[config.mk]
export PLATFORM = sky130hd
export DESIGN_NAME = xbar_slave_wrr_arbiter_flat
export DESIGN_NICKNAME = d
export VERILOG_FILES = /design/src/rtl/xbar_slave_wrr_arbiter_if.sv /design/src/rtl/xbar_slave_wrr_arbiter.sv /design/src/flat_wrapper.sv
export SDC_FILE = /design/constraint.sdc
export NUM_CORES = 1
export LEC_CHECK = 0
export CAP_MARGIN = 20
export CELL_PAD_IN_SITES_DETAIL_PLACEMENT = 2
export CELL_PAD_IN_SITES_GLOBAL_PLACEMENT = 2
export CORE_ASPECT_RATIO = 0.75
export CORE_UTILIZATION = 17
export CTS_CLUSTER_DIAMETER = 50
export DETAILED_ROUTE_END_ITERATION = 10
export GPL_TIMING_DRIVEN = 0
export PLACE_DENSITY_LB_ADDON = 0.2
export SYNTH_ARGS = -nofsm -noshare
export SYNTH_HDL_FRONTEND = slang
export SYNTH_SLANG_ARGS = --single-unit
[constraint.sdc]
create_clock -name clk_i -period 2.3 [get_ports clk_i]
set_clock_uncertainty 0.1 [all_clocks]
set_input_delay 0.46 -clock clk_i [delete_from_list [all_inputs] [get_ports clk_i]]
set_output_delay 0.46 -clock clk_i [all_outputs]
set_load 0.01 [all_outputs]
[src/rtl/xbar_slave_wrr_arbiter_if.sv]
// xbar_slave_wrr_arbiter_if: master/slave bundle for one crossbar slave port (m_lock under XBAR_ARB_LOCK_EN)
interface xbar_slave_wrr_arbiter_if #(parameter int WIDTH = 32, parameter int WW = 4);
  logic [3:0]         m_req;
  logic [4*WIDTH-1:0] m_data;
  logic [3:0]         m_ack;
  logic               slave_req;
  logic [WIDTH-1:0]   slave_data;
  logic [1:0]         slave_mnum;
  logic               slave_ack;
  logic               cfg_we;
  logic [1:0]         cfg_mnum;
  logic [WW-1:0]      cfg_weight;
`ifdef XBAR_ARB_LOCK_EN
  logic [3:0]         m_lock;
`endif
  modport slave (
`ifdef XBAR_ARB_LOCK_EN
    input  m_lock,
`endif
    input  m_req, m_data, slave_ack, cfg_we, cfg_mnum, cfg_weight,
    output m_ack, slave_req, slave_data, slave_mnum
  );
  modport master (
`ifdef XBAR_ARB_LOCK_EN
    output m_lock,
`endif
    output m_req, m_data, slave_ack, cfg_we, cfg_mnum, cfg_weight,
    input  m_ack, slave_req, slave_data, slave_mnum
  );
endinterface

[src/rtl/xbar_slave_wrr_arbiter.sv]
// xbar_slave_wrr_arbiter: registered weighted round-robin arbiter, 4 masters to 1 slave; XBAR_ARB_LOCK_EN adds m_lock
module xbar_slave_wrr_arbiter #(
  parameter int WIDTH = 32,
  parameter int WW    = 4
) (
  input logic clk_i,
  input logic rst_i,
  xbar_slave_wrr_arbiter_if.slave bus
);
  typedef enum logic {IDLE, BUSY} state_t;
  state_t state, state_nx;
  logic [1:0] rr_ptr, grant, sel;
  logic [WW-1:0] credit, wt_sel, wt_g;
  logic [WW-1:0] weight [4];
  logic act, req_g, hs, lock_g, last;
`ifdef XBAR_ARB_LOCK_EN
  assign lock_g = bus.m_lock[grant];
`else
  assign lock_g = 1'b0;
`endif
  // outputs are forced low while reset is held so a mid-burst reset never acks
  assign act    = (state == BUSY) & ~rst_i;
  assign req_g  = bus.m_req[grant];
  assign hs     = act & req_g & bus.slave_ack;
  assign last   = credit == WW'(1);
  assign wt_sel = (weight[sel] == '0) ? WW'(1) : weight[sel];
  assign wt_g   = (weight[grant] == '0) ? WW'(1) : weight[grant];
  always_comb begin
    sel = rr_ptr;
    for (int k = 3; k >= 0; k--)
      if (bus.m_req[2'(rr_ptr + 2'(k))]) sel = 2'(rr_ptr + 2'(k));
  end
  always_comb begin
    state_nx = (state == IDLE) ? (|bus.m_req ? BUSY : IDLE)
             : (!req_g || (hs && last && !lock_g)) ? IDLE : BUSY;
  end
  always_ff @(posedge clk_i) begin
    if (rst_i) begin
      state  <= IDLE;
      rr_ptr <= '0;
      grant  <= '0;
      credit <= '0;
      for (int i = 0; i < 4; i++) weight[i] <= WW'(1);
    end else begin
      state <= state_nx;
      if (bus.cfg_we) weight[bus.cfg_mnum] <= bus.cfg_weight;
      if (state == IDLE && |bus.m_req) begin
        grant  <= sel;
        credit <= wt_sel;
      end
      if (state == BUSY && state_nx == IDLE) rr_ptr <= grant + 2'd1;
      if (hs) credit <= !last ? credit - WW'(1) : lock_g ? wt_g : credit;
    end
  end
  always_comb begin
    bus.slave_req  = act & req_g;
    bus.slave_data = act ? bus.m_data[32'(grant)*WIDTH +: WIDTH] : '0;
    bus.slave_mnum = act ? grant : 2'd0;
    bus.m_ack      = hs ? 4'(4'b0001 << grant) : 4'b0000;
  end
endmodule
[src/flat_wrapper.sv]
// flat-port wrapper written by rule: the top's interface ports become plain ports
module xbar_slave_wrr_arbiter_flat 
#(
  parameter int WIDTH = 32,
  parameter int WW    = 4
)
  (clk_i, rst_i, bus_m_req, bus_m_data, bus_slave_ack, bus_cfg_we, bus_cfg_mnum, bus_cfg_weight, bus_m_ack, bus_slave_req, bus_slave_data, bus_slave_mnum);
  xbar_slave_wrr_arbiter_if #(.WIDTH(WIDTH), .WW(WW)) bus_i ();
  input logic clk_i;
  input logic rst_i;
  input wire logic [$bits(bus_i.m_req)-1:0] bus_m_req;
  input wire logic [$bits(bus_i.m_data)-1:0] bus_m_data;
  input wire logic [$bits(bus_i.slave_ack)-1:0] bus_slave_ack;
  input wire logic [$bits(bus_i.cfg_we)-1:0] bus_cfg_we;
  input wire logic [$bits(bus_i.cfg_mnum)-1:0] bus_cfg_mnum;
  input wire logic [$bits(bus_i.cfg_weight)-1:0] bus_cfg_weight;
  output wire logic [$bits(bus_i.m_ack)-1:0] bus_m_ack;
  output wire logic [$bits(bus_i.slave_req)-1:0] bus_slave_req;
  output wire logic [$bits(bus_i.slave_data)-1:0] bus_slave_data;
  output wire logic [$bits(bus_i.slave_mnum)-1:0] bus_slave_mnum;
  assign bus_i.m_req = bus_m_req;
  assign bus_i.m_data = bus_m_data;
  assign bus_i.slave_ack = bus_slave_ack;
  assign bus_i.cfg_we = bus_cfg_we;
  assign bus_i.cfg_mnum = bus_cfg_mnum;
  assign bus_i.cfg_weight = bus_cfg_weight;
  assign bus_m_ack = bus_i.m_ack;
  assign bus_slave_req = bus_i.slave_req;
  assign bus_slave_data = bus_i.slave_data;
  assign bus_slave_mnum = bus_i.slave_mnum;
  xbar_slave_wrr_arbiter #(.WIDTH(WIDTH), .WW(WW)) u_core (.clk_i(clk_i), .rst_i(rst_i), .bus(bus_i));
endmodule
# Word level (Yosys, flattened, before mapping)
# Memory sizes are Yosys's and may differ from the RTL's.
# Cells that the tools add are included.
# totals
word_cells	67
ff_bits	9
inputBits	142
memories	1
ram_bits	16
out_inout_bits	39
# mem_list
name	depth	word_bits	read_ports	rd_clocked_by_memory_dff	wr	line	rtl
u_core.weight	4	4	1	0	4	xbar_slave_wrr_arbiter.sv:14	logic [WW-1:0] weight [4];
# op_classes
addsub	5
n_mux	32
bitwise	6
magnitude_cmp	5
n_shift	2
reduce_logical	10
eq_ne	2
# op_table
operator	n
$shiftx 128x8->32	1
$mux 32	1
$mux 4	6
$lt 2x3->1 const B	5
$mux 1	14
$mux 2	6
$bmux 1 s2	5
$reduce_or 4->1	2
$add 2x1->2 const B	2
$add 2x2->2 const B	2
$eq 4x1->1 const B	1
$logic_not 4->1	1
$shl 1x2->4 const A	1
$sub 4x1->4 const B	1
$and 1x1->1	3
$logic_and 1x1->1	3
$not 1->1	3
$ne 2x2->1 const B	1
$reduce_and 2->1	1
$reduce_bool 2->1	1
$logic_not 1->1	1
$logic_or 1x1->1	1

# Logic depth before layout (Yosys ltp)
# An unclocked memory read counts as a cell.
# depth
ltp_word	12
mapped_depth	8
ltp_nobuf	7

# Least setup slack after synthesis
# Ideal clock, no wire load.
# synth_path
path_kind	reg2out
from	register u_core.grant[0]
to	output bus_slave_data[24]
required_time_ns	1.740
slack_ns	0.004
n_path_buf	2
t_arrival_ns	1.736
stages_incl_launch_ff	5
path_cell_list	dfxtp_1 buf_2 buf_1 mux4_2 nor2b_1
# synth_via
elab_chain_len	2
# synth_rtl
element	line	rtl
start: declaration	xbar_slave_wrr_arbiter.sv:12	logic [1:0] rr_ptr, grant, sel;
start signal: assignment	xbar_slave_wrr_arbiter.sv:48	grant <= sel;
$shiftx 128x8->32	xbar_slave_wrr_arbiter.sv:57	bus.slave_data = act ? bus.m_data[32'(grant)*WIDTH +: WIDTH] : '0;
$mux 32	xbar_slave_wrr_arbiter.sv:57	
end: declaration	flat_wrapper.sv:19	output wire logic [$bits(bus_i.slave_data)-1:0] bus_slave_data;
# No other way between the ends.

# Worst setup path after layout
# layout_path
from	register u_core.grant[0]
to	output bus_slave_data[27]
# Same word-level chain as after synthesis.

==> metrics.log <==
[metrics] run status: complete, but fails checks
[metrics] failing checks: setup timing
[metrics] critical path cell sequence: buf_12 -> buf_6 -> buf_16 -> mux4_2 -> nor2b_1 -> buf_2
[metrics] H-Tree Level Count: 1
[metrics] cell area after technology mapping: 2400 um^2
[metrics] power density over the cells: 380 nW/um^2
[metrics] Slew @ Worst Pin: 0.606 ns
[metrics] ys async rst share: 0%
[metrics] top flip-flop cell by instance count after synthesis: edfxtp_1
[metrics] flops & latches, synth: 25
[metrics] number of global-route vias before repair: 2,877
[metrics] Tmin final: 2.32 ns
[metrics] number of nets in the layout: 567
[metrics] CP arrival: 1.76 ns
[metrics] number of warning messages in the yosys log: 0
[metrics] Critical Path Source Type: flop
[metrics] total CTS buffers: 3
[metrics] RR Startpoint: u_core.grant[0]
[metrics] CTS tree: done
[metrics] net count after synthesis: 360
[metrics] Worst path top cell family by delay: buffers and inverters
[metrics] final worst-path setup slack: -0.0180 ns
[metrics] dominant cells by area after synthesis: mux4_2 31%, edfxtp_1 20%, nor2b_1 8.8%
[metrics] top-area cell type share of the netlist area: 30.9%
[metrics] worst setup slack after placement: -0.988 ns
[metrics] number of enable flip-flop cells after synthesis: 16
[metrics] final weighted congestion of routability-driven global placement: 0.775
[metrics] Register-to-Register Setup Slack: 0.05 ns
[metrics] distinct cell type count after synthesis: 39
[metrics] GRT Resource Usage Total: 16.3%
[metrics] fin util: 35.3%
[metrics] total of buffers placed on input and output ports: 180
[metrics] Area growth, synth to finish: 102%
[metrics] final count of pins violating max slew: 0
[metrics] post-route clock period utilization: 101%
[metrics] Peak Freq: 431 MHz
[metrics] critical path data required time: 1.74 ns
[metrics] min-delay src: u_core.credit[3]
[metrics] clock input transition at the sequential cells of the worst setup and hold paths: 0.07 ns
[metrics] hold depth: 1
[metrics] total detailed-routing wirelength: 12,100 um
[metrics] starting density of the core: 17.5%
[metrics] kind of critical path: flop to primary output
[metrics] Ports: 181
[metrics] biggest area consumer among synthesized cells: mux4_2
[metrics] DP HPWL: 9850 um
[metrics] CTS Root Buffer Type: clkbuf_16
[metrics] Max-Cap Viols: 0
[metrics] share of the yosys chip area belonging to registers: 27.5%
[metrics] CP bufs+invs: 4
[metrics] residual DRC count: 0
[metrics] depth of the most critical reg-to-reg path: 8
[metrics] pin count of the biggest net entering global routing: 17
[metrics] critical register-to-register path endpoint: u_core.rr_ptr[0]
[metrics] vertical extent of the die: 105 um
[metrics] endpoints failing setup: 2
[metrics] wire length per cell after detailed routing: 20.4 um
[metrics] first-pass GRT wire length: 18,000 um
[metrics] setup repair after global routing missed its margin: yes
[metrics] placeable core area: 13,700 um^2
[metrics] floorplan row count: 37
[metrics] Critical Path End Type: primary output
[metrics] setup TNS: -0.0255 ns
[metrics] average footprint of a synthesized cell: 11.3 um^2
[metrics] DIE AREA: 14,600 um^2
[metrics] max-slew headroom at the worst pin: 59.6%
[metrics] maximum vdd ir drop: 243 uV
[metrics] total gr overflow: 0
[metrics] Hold Path Sink: u_core.credit[3]
[metrics] CP Max Fanout: 8
[metrics] worst-case clock buffer depth: 2
[metrics] number of antenna repair diodes: 0
[metrics] antenna-violating nets left: 0
[metrics] x dimension of the die: 139 um
[metrics] Hold Crit Class: flop to flop
[metrics] ratio of routed vias to standard cells: 4.36
[metrics] number of violations reported at the end of detailed-routing iteration 0: 84
[metrics] iteration count of the initial detailed-routing pass: 4
[metrics] layout cell share with drive strength beyond 1: 36.1%
[metrics] worst stage delay on the critical path: 0.47 ns
[metrics] Final Hold Vio Count: 0
[metrics] via count: 2,588
[metrics] antenna violations before repair: 0
[metrics] cells after synthesis: 212
[metrics] Critical-path top delay cell: mux4_2
[metrics] number of clock sinks: 25
[metrics] clock insertion delay at the later pin of the skew report: 0.27 ns
[metrics] static power due to leakage: 1.86 nW
## kinds of logic after synthesis
group | count (synthesis) | synth area share, %
flops | 25 | 27.5
buf+inv | 17 | 3.12
simple gates | 90 | 22.1
fa+ha+maj | 6 | 3.12
compound gates | 28 | 7.86
mux | 46 | 36.3
## per-layer routing
layer / vias up / GRT usage, % / wire [um]
li1: 1223 / - / -
met1: 1281 / 20.5 / 5050
met2: 77 / 28.9 / 6330
met3: 7 / 3.44 / 646
met4: 0 / 2.62 / 93
met5: - / 0 / 0
## metrics by stage
step           power (mW)  hold WS (ns)  cell area (um^2)  std cells
2_1_floorplan       0.902         0.348              2400        212
4_1_cts              1.80         0.404              4680        589
5_1_grt              1.95         0.491              4850        593
3_3_place_gp         1.29         0.392              4430        567
3_5_place_dp         1.31         0.394              4430        567
6_report             1.84         0.453              4850        593
## Yosys cell counts, types with 2 or more instances
| library cell | n |
|---|---|
| edfxtp_1 | 16 |
| buf_2 | 3 |
| nor2_1 | 11 |
| nor2b_1 | 34 |
| inv_1 | 5 |
| o21ai_0 | 3 |
| nor3_1 | 2 |
| a211oi_1 | 2 |
| and3_1 | 4 |
| nand2_1 | 7 |
| mux2i_1 | 13 |
| ha_1 | 6 |
| and2b_1 | 2 |
| o21ai_1 | 3 |
| a21oi_1 | 11 |
| mux4_2 | 33 |
| nand2b_1 | 6 |
| and2_1 | 12 |
| clkbuf_1 | 7 |
| nor3b_1 | 3 |
| dfxtp_1 | 9 |
| or2_2 | 3 |
## how the worst max path moves through the flow
stage                     start                  to  cells after the start
6_report        u_core.grant[0]  bus_slave_data[27]                      6
3_3_place_gp              rst_i  bus_slave_data[18]                      5
3_5_place_dp              rst_i  bus_slave_data[15]                      5
2_1_floorplan   u_core.grant[0]  bus_slave_data[24]                      4
4_1_cts         u_core.grant[0]  bus_slave_data[17]                      6
5_1_grt        u_core.rr_ptr[0]    u_core.credit[0]                      7
## layout by cell type, fill, tap and decap left out, types with 12 or more instances in the layout
master,n
edfxtp_1,16
nor2b_4,12
buf_2,30
mux4_2,33
buf_4,17
mux2i_1,13
and2_1,12
nor2b_1,23
clkdlybuf4s50_1,136
## area by class of cell
cell class                      count  area (um^2)
Fill cell                        1467         8900
Timing Repair Buffer              203         1900
Multi-Input combinational cell    170         1840
Sequential cell                    25          668
Tap cell                          175          219
Buffer                             11          121
Clock buffer                        3         75.1
Inverter                            5         18.8
Clock inverter                      1         8.76
## repair_timing
item / 4_1_cts / 5_1_grt
gates resized for setup: 210 / 49
hold buffers: 0 / 0
buffers inserted: 15 / 7
setup endpoints to repair: 44 / 35
pin swaps: 2 / 4
gates cloned: 3 / 0
## report_power, final
group / switching (mW) / internal [mW] / total [mW]
clock network: 0.171 / 0.241 / 0.411
registers: 0.0341 / 0.518 / 0.552
logic: 0.312 / 0.568 / 0.880
total: 0.517 / 1.33 / 1.84
## sequential cells by signal, indices dropped and copies added (netlist names)
name           cells
u_core.weight     16
u_core.credit      4
u_core.state       1
u_core.grant       2
u_core.rr_ptr      2
## worst reg2reg max path: cells and delay by family (launching register included)
family          cells  cell delay, ns
compound gates      2            0.71
buf+inv             4            0.56
mux                 1            0.31
simple gates        1            0.08
flops               1            0.35
Power figures use the tool's default switching activity.
